===== src/rtl/hfrv_mem_arbiter_pkg.sv =====
// Shared types and constants for the hf-riscv two-master SRAM arbiter.
package hfrv_arb_pkg;

  typedef enum logic [1:0] {
    IDLE  = 2'd0,
    ISSUE = 2'd1,
    WAIT  = 2'd2
  } arb_state_t;

  localparam logic ARB_CORE  = 1'b0;
  localparam logic ARB_DEBUG = 1'b1;

  localparam int ARB_LAT_MAX = 4;
  localparam int ARB_CNT_W   = $clog2(ARB_LAT_MAX);

endpackage


===== src/rtl/hfrv_mem_arbiter_pick.sv =====
// Combinational winner select for the SRAM arbiter.
// HFRV_ARB_RR_EN selects round-robin; otherwise the core has fixed priority.
module hfrv_arb_pick
  import hfrv_arb_pkg::*;
(
  input  logic [1:0] req,
  input  logic       ptr,
  output logic       win
);

`ifdef HFRV_ARB_RR_EN
  // ptr names the master preferred when both are requesting
  always_comb begin
    win = ARB_CORE;
    if (req == 2'b11) begin
      win = ptr;
    end else if (req[1]) begin
      win = ARB_DEBUG;
    end
  end
`else
  logic unused_ptr;
  assign unused_ptr = ptr;

  always_comb begin
    win = ARB_CORE;
    if (req[1] && !req[0]) begin
      win = ARB_DEBUG;
    end
  end
`endif

endmodule


===== src/rtl/hfrv_mem_arbiter.sv =====
// Two-master arbiter for the hf-riscv single-port SRAM: one access in flight.
// Build with HFRV_ARB_RR_EN for round-robin, default is fixed core priority.
//
// state | meaning
// IDLE  | no access in flight; pick a requester and latch its fields
// ISSUE | mem_en and m_gnt high for the latched access
// WAIT  | count down the SRAM latency, then return data and pulse m_rvalid
module hfrv_mem_arbiter
  import hfrv_arb_pkg::*;
#(
  parameter int AW      = 32,
  parameter int DW      = 32,
  parameter int MEM_LAT = 1
) (
  input  logic            clk,
  input  logic            reset,
  input  logic [1:0]      m_req,
  input  logic [AW-1:0]   m_addr  [2],
  input  logic [DW-1:0]   m_wdata [2],
  input  logic [DW/8-1:0] m_be    [2],
  output logic [1:0]      m_gnt,
  output logic [1:0]      m_rvalid,
  output logic [DW-1:0]   m_rdata,
  output logic            mem_en,
  output logic [AW-1:0]   mem_addr,
  output logic [DW-1:0]   mem_wdata,
  output logic [DW/8-1:0] mem_we,
  input  logic [DW-1:0]   mem_rdata,
  output logic            owner
);

  if (MEM_LAT < 1 || MEM_LAT > ARB_LAT_MAX) begin : g_lat_chk
    $fatal(1, "hfrv_mem_arbiter: MEM_LAT=%0d outside 1..%0d", MEM_LAT, ARB_LAT_MAX);
  end

  localparam logic [ARB_CNT_W-1:0] LAT_INIT = ARB_CNT_W'(MEM_LAT - 1);

  arb_state_t           state;
  logic [ARB_CNT_W-1:0] lat_cnt;
  logic                 ptr;
  logic                 win;

  hfrv_arb_pick u_pick (
    .req (m_req),
    .ptr (ptr),
    .win (win)
  );

`ifndef HFRV_ARB_RR_EN
  assign ptr = ARB_CORE;
`endif

  always_ff @(posedge clk) begin
    if (reset) begin
      state     <= IDLE;
      lat_cnt   <= '0;
      m_gnt     <= '0;
      m_rvalid  <= '0;
      m_rdata   <= '0;
      mem_en    <= 1'b0;
      mem_addr  <= '0;
      mem_wdata <= '0;
      mem_we    <= '0;
      owner     <= ARB_CORE;
`ifdef HFRV_ARB_RR_EN
      ptr       <= ARB_CORE;
`endif
    end else begin
      // pulses and the write strobe only live for one cycle
      m_gnt    <= '0;
      m_rvalid <= '0;
      mem_en   <= 1'b0;
      mem_we   <= '0;
      case (state)
        IDLE: begin
          if (|m_req) begin
            owner      <= win;
            mem_addr   <= m_addr[win];
            mem_wdata  <= m_wdata[win];
            mem_we     <= m_be[win];
            mem_en     <= 1'b1;
            m_gnt[win] <= 1'b1;
            state      <= ISSUE;
`ifdef HFRV_ARB_RR_EN
            ptr        <= ~win;
`endif
          end
        end
        ISSUE: begin
          lat_cnt <= LAT_INIT;
          state   <= WAIT;
        end
        WAIT: begin
          if (lat_cnt == '0) begin
            m_rdata         <= mem_rdata;
            m_rvalid[owner] <= 1'b1;
            state           <= IDLE;
          end else begin
            lat_cnt <= lat_cnt - 1'b1;
          end
        end
        default: state <= IDLE;
      endcase
    end
  end

endmodule


===== config.mk =====
export PLATFORM = sky130hd
export DESIGN_NAME = hfrv_mem_arbiter
export DESIGN_NICKNAME = d
export VERILOG_FILES = /design/src/rtl/hfrv_mem_arbiter_pkg.sv /design/src/rtl/hfrv_mem_arbiter_pick.sv /design/src/rtl/hfrv_mem_arbiter.sv
export SDC_FILE = /design/constraint.sdc
export NUM_CORES = 1
export LEC_CHECK = 0
export CAP_MARGIN = 20
export CORE_MARGIN = 3
export CORE_UTILIZATION = 39
export CTS_CLUSTER_DIAMETER = 200
export DETAILED_ROUTE_END_ITERATION = 7
export PLACE_DENSITY = 0.81
export SYNTH_ARGS = -nofsm -noshare
export SYNTH_HDL_FRONTEND = slang
export SYNTH_SLANG_ARGS = --single-unit

===== constraint.sdc =====
create_clock -name clk -period 1.95 [get_ports clk]
set_clock_uncertainty 0.1 [all_clocks]
set_input_delay 0.2925 -clock clk [delete_from_list [all_inputs] [get_ports clk]]
set_output_delay 0.2925 -clock clk [all_outputs]
set_load 0.01 [all_outputs]

; ---- After elaboration in Yosys (flattened, before gate mapping)
; Cells that the tools add are included.
[word_totals]
regBits = 110
word_cells = 61
[op_classes]
addsub = 1
magnitude_cmp = 5
eq_ne = 5
n_mux = 20
bitwise = 5
reduce_logical = 15
[ops]
columns = op, count
row1 = $mux W32, 6
row2 = $mux W4, 3
row3 = $reduce_and A2 Y1, 4
row4 = $mux W2, 3
row5 = $ne A2 B2 Y1 const B, 3
row6 = $pmux W2 S3, 1
row7 = $reduce_or A3 Y1, 2
row8 = $logic_not A2 Y1, 2
row9 = $lt A1 B2 Y1 const B, 2
row10 = $mux W1, 4
row11 = $not A1 Y1, 4
row12 = $pmux W2 S2, 1
row13 = $reduce_or A2 Y1, 2
row14 = $logic_and A1 B1 Y1, 3
row15 = $demux W1 S1, 2
row16 = $eq A2 B1 Y1 const B, 1
row17 = $eq A2 B2 Y1 const B, 1
row18 = $ge A1 B1 Y1 const B, 2
row19 = $ge A2 B2 Y1 const B, 1
row20 = $not A1 Y2, 1
row21 = $reduce_bool A2 Y1, 1
row22 = $sub A2 B1 Y2 const B, 1
row23 = $logic_not A1 Y1, 1

; ---- Logic depth before layout (Yosys ltp)
[logic_depth]
depth_word = 7
mapped_depth = 7

; ---- Cells and area by module
; A second synthesis with hierarchy kept.
[hier_totals]
cells_unflattened = 407
area_unflattened_um2 = 4689.5
[modules_own_cells]
columns = module, instances, cells_each, area_each_um2, seq_area_each_um2
row1 = hfrv_mem_arbiter, 1, 406, 4675.7, 2202.1
row2 = hfrv_arb_pick, 1, 1, 13.8, 0.0

; ---- Worst setup path before layout
; OpenSTA, ideal clock, no wires.
[synth_path]
kind = register to register
from = register lat_cnt[0]
to = register m_rdata[23]
setup_ns = 0.070
t_arrival_ns = 1.296
slack_ns = 0.484
path_stages_with_launch = 7
path_buffers = 1
period_less_slack_ns = 1.466
cell_sequence = dfxtp_1 -> inv_1 -> ha_1 -> nand3b_1 -> clkbuf_1 -> nand2_1 -> a21oi_1
[synth_between]
elab_chain_cells = 2
[synth_rtl]
columns = element, line_no
row1 = from (decl), hfrv_mem_arbiter.sv:39  ; logic [ARB_CNT_W-1:0] lat_cnt;
row2 = from (signal assigned), hfrv_mem_arbiter.sv:99  ; lat_cnt <= lat_cnt - 1'b1;
row3 = $logic_not A2 Y1, hfrv_mem_arbiter.sv:94  ; if (lat_cnt == '0) begin
row4 = $reduce_and A2 Y1 (no source line), n/a
row5 = to (signal assigned), hfrv_mem_arbiter.sv:95  ; m_rdata <= mem_rdata;
row6 = to (decl), hfrv_mem_arbiter.sv:23  ; output logic [DW-1:0] m_rdata,
; No other way between the ends.
; A chain may end at the register's enable or synchronous reset.

; ---- Worst setup path after layout
[layout_path]
from = register owner
to = output owner
[layout_rtl]
columns = element, line_no
row1 = from (decl), hfrv_mem_arbiter.sv:29  ; output logic owner
row2 = from (signal assigned), hfrv_mem_arbiter.sv:77  ; owner <= win;
; No word-level cell between the ends.

==> impl_metrics.json <==
{
  "grt_pass1_wl_um": 25400,
  "use_met1_pct": 26.0,
  "crit_chain": "clkdlybuf4s50_1",
  "path_depth": 1,
  "synth_area_mm2": 0.00495,
  "worst_pin_slew_ps": 378,
  "slowest_delay_ps": 580,
  "cts.repair.resized": 0,
  "ys_seq_elements": 110,
  "cts_sinks": 110,
  "min_period_ps": 1690,
  "start_util_pct": 40.5,
  "status": "completed",
  "final_max_slew_viol_count": 0,
  "wl_um": 16000,
  "areaGrowthSynthToFinish_pct": 65.3,
  "grt_pass1_vias": 5066,
  "finalHoldViolCount": 0,
  "grt_usage_pct": 21.9,
  "vias_per_cell": 5.16,
  "rows": 40,
  "dp_cells": 971,
  "rsz0062_at_grt": "no",
  "drc": 0,
  "syn_avg_cell_area_um2": 8.78,
  "grt_util_met2_pct": 38.0,
  "yosys.cell_types.count": 27,
  "use_met3_pct": 5.98,
  "hp-class": "in -> reg",
  "die_area_mm2": 0.0141,
  "cp_data_arrival_time_ps": 1300,
  "yosysSeqAreaShare_pct": 44.5,
  "cp_num_buf_inv": 1,
  "cts.path.max_buffers": 2,
  "fin_cells": 987,
  "die_y_um": 119,
  "nets": 987,
  "grt_max_degree": 43,
  "end_kind": "output pin",
  "regArea_mm2": 0.00220,
  "antennaDiodeCount": 0,
  "port_buffers": 277,
  "crit_path_start_kind": "flip-flop",
  "pin_count": 278,
  "peakVddDrop_uv": 471,
  "crit_family": "buffers and inverters",
  "drt-initial-drc-count": 259,
  "power.density_mw_per_mm2": 758,
  "core_mm2": 0.0122,
  "grt_antenna_before_repair": 0,
  "crit_type": "reg -> out",
  "fin_util_pct": 67.0,
  "grt_overflow_total": 0,
  "nFillCells": 995,
  "cap_violations": 0,
  "drt_pre_antenna_iters": 4,
  "multiInputGateArea_mm2": 0.00239,
  "postRouteAntennaNets": 0,
  "cts_made_buffers": 9,
  "layout-drive-gt1-share_pct": 12.5,
  "path_max_fanout": 4,
  "fmax_mhz": 592,
  "die_w_um": 119,
  "root_buffer": "clkbuf_16",
  "required_ps": 1560,
  "wl_per_cell_um": 16.2,
  "fin_crit_sh_pct": 86.6,
  "route.vias.total": 5088,
  "synth_warnings": 0,
  "holdBufCountCts": 0,
  "clk_pin_slew_ps": 70,
  "reg2reg_depth": 6,
  "cts_htree_levels": 3,
  "grt.busiest_layer": "met2",
  "slowest_stage": "clkdlybuf4s50_1",
  "insertion_delay_ps": 340,
  "syn_nets": 737,
  "postCtsSetupRepairBufs": 0,
  "syn_inst": 564,
  "cts_tree": "done",
  "hold_depth": 2,
  "maxSlewHeadroom_pct": 74.8,
  "place.gp.congestion": 0.790,
  "setup_viol": 0,
  "place_hpwl_um": 12000,
  "p_leak_nw": 2.94
}
-- synthesized netlist by cell type --
| library cell | count | area share, % |
|---|---|---|
| nand2_1 | 202 | 15 |
| dfxtp_1 | 110 | 44 |
| a21oi_1 | 104 | 11 |
| a311oi_2 | 60 | 18 |
| clkbuf_1 | 33 | 2.5 |
| buf_2 | 17 | 1.7 |
| buf_12 | 7 | 2.8 |
| a311oi_1 | 4 | 0.71 |
| inv_1 | 4 | 0.30 |
| nor2_1 | 4 | 0.30 |
| nand3b_1 | 2 | 0.30 |
| nor4b_1 | 2 | 0.35 |
| a21boi_0 | 1 | 0.15 |
| and2_4 | 1 | 0.18 |
| and3_1 | 1 | 0.13 |
| and3b_1 | 1 | 0.18 |
| buf_4 | 1 | 0.15 |
| ha_1 | 1 | 0.25 |
| mux2i_1 | 1 | 0.20 |
| nand2b_1 | 1 | 0.13 |
| nor2_4 | 1 | 0.23 |
| nor2b_1 | 1 | 0.13 |
| nor3_1 | 1 | 0.10 |
| nor3b_1 | 1 | 0.15 |
| o21a_1 | 1 | 0.15 |
| o21ba_2 | 1 | 0.20 |
| or2_1 | 1 | 0.13 |
-- layout make-up --
type	count	share of cell area [%]
Timing Repair Buffer	297	37.2
Multi-Input combinational cell	392	29.2
Sequential cell	110	26.9
Clock buffer	10	2.80
Tap cell	168	2.57
Clock inverter	6	1.13
Inverter	4	0.184
-- layer usage --
metal / up-vias / wire, um
met5: - / 0
met4: 0 / 327
met3: 25 / 1360
met2: 242 / 8040
met1: 2363 / 6300
li1: 2458 / -
-- worst paths after layout --
path	start	end	slack (ps)
setup / recovery	owner	owner	260
hold / removal	reset	state[1]	240
setup reg to reg	lat_cnt[0]	m_rdata[13]	310
hold reg to reg	m_rdata[1]	m_rdata[1]	360
-- power by group --
group	total (W)	switching (W)	internal, W
Clock	0.00197	0.000836	0.00114
Sequential	0.00255	0.000110	0.00244
Combinational	0.00168	0.000736	0.000939
Total	0.00620	0.00168	0.00452
-- state kept, by name (all words and copies together), names as in the netlist --
register and cells:
state 2, m_rdata 32, mem_we 4, m_gnt 2, mem_wdata 32, mem_addr 32
lat_cnt 2, m_rvalid 2, mem_en 1, owner 1
-- cell usage in the layout (no fill, tap or decap), types with 2 or more instances in the layout --
cell type,instances
a311oi_1,4
bufinv_16,2
a311oi_2,60
buf_12,10
a21oi_1,104
clkbuf_16,9
nor2_1,4
inv_1,4
clkdlybuf4s50_1,276
buf_4,11
nand3b_1,2
dfxtp_1,110
clkinvlp_4,2
inv_6,2
nor4b_1,2
nand2_1,202
-- cells by family (layout without fill, tap and decap cells) --
family	Yosys count	in the layout	synth area share, %
fa+ha+maj	1	1	0.253
buf+inv	62	317	7.51
compound gates	171	171	29.9
flops	110	110	44.5
simple gates	219	219	17.6
mux	1	1	0.202
-- stage by stage --
step / total power [W] / setup WS, ps / setup TNS (ps) / hold slack (ps) / cell area (um^2)
final: 0.00620 / 262 / 0 / 239 / 8180
after global placement: 0.00424 / 4.85 / 0 / 341 / 7860
after detailed placement: 0.00428 / -32.2 / -94.9 / 346 / 7860
after CTS: 0.00625 / 246 / 0 / 234 / 8180
after floorplan: 0.00340 / 484 / 0 / 328 / 4950
after global routing: 0.00647 / 192 / 0 / 255 / 8180
No activity file was read; power rests on OpenSTA's default activity.
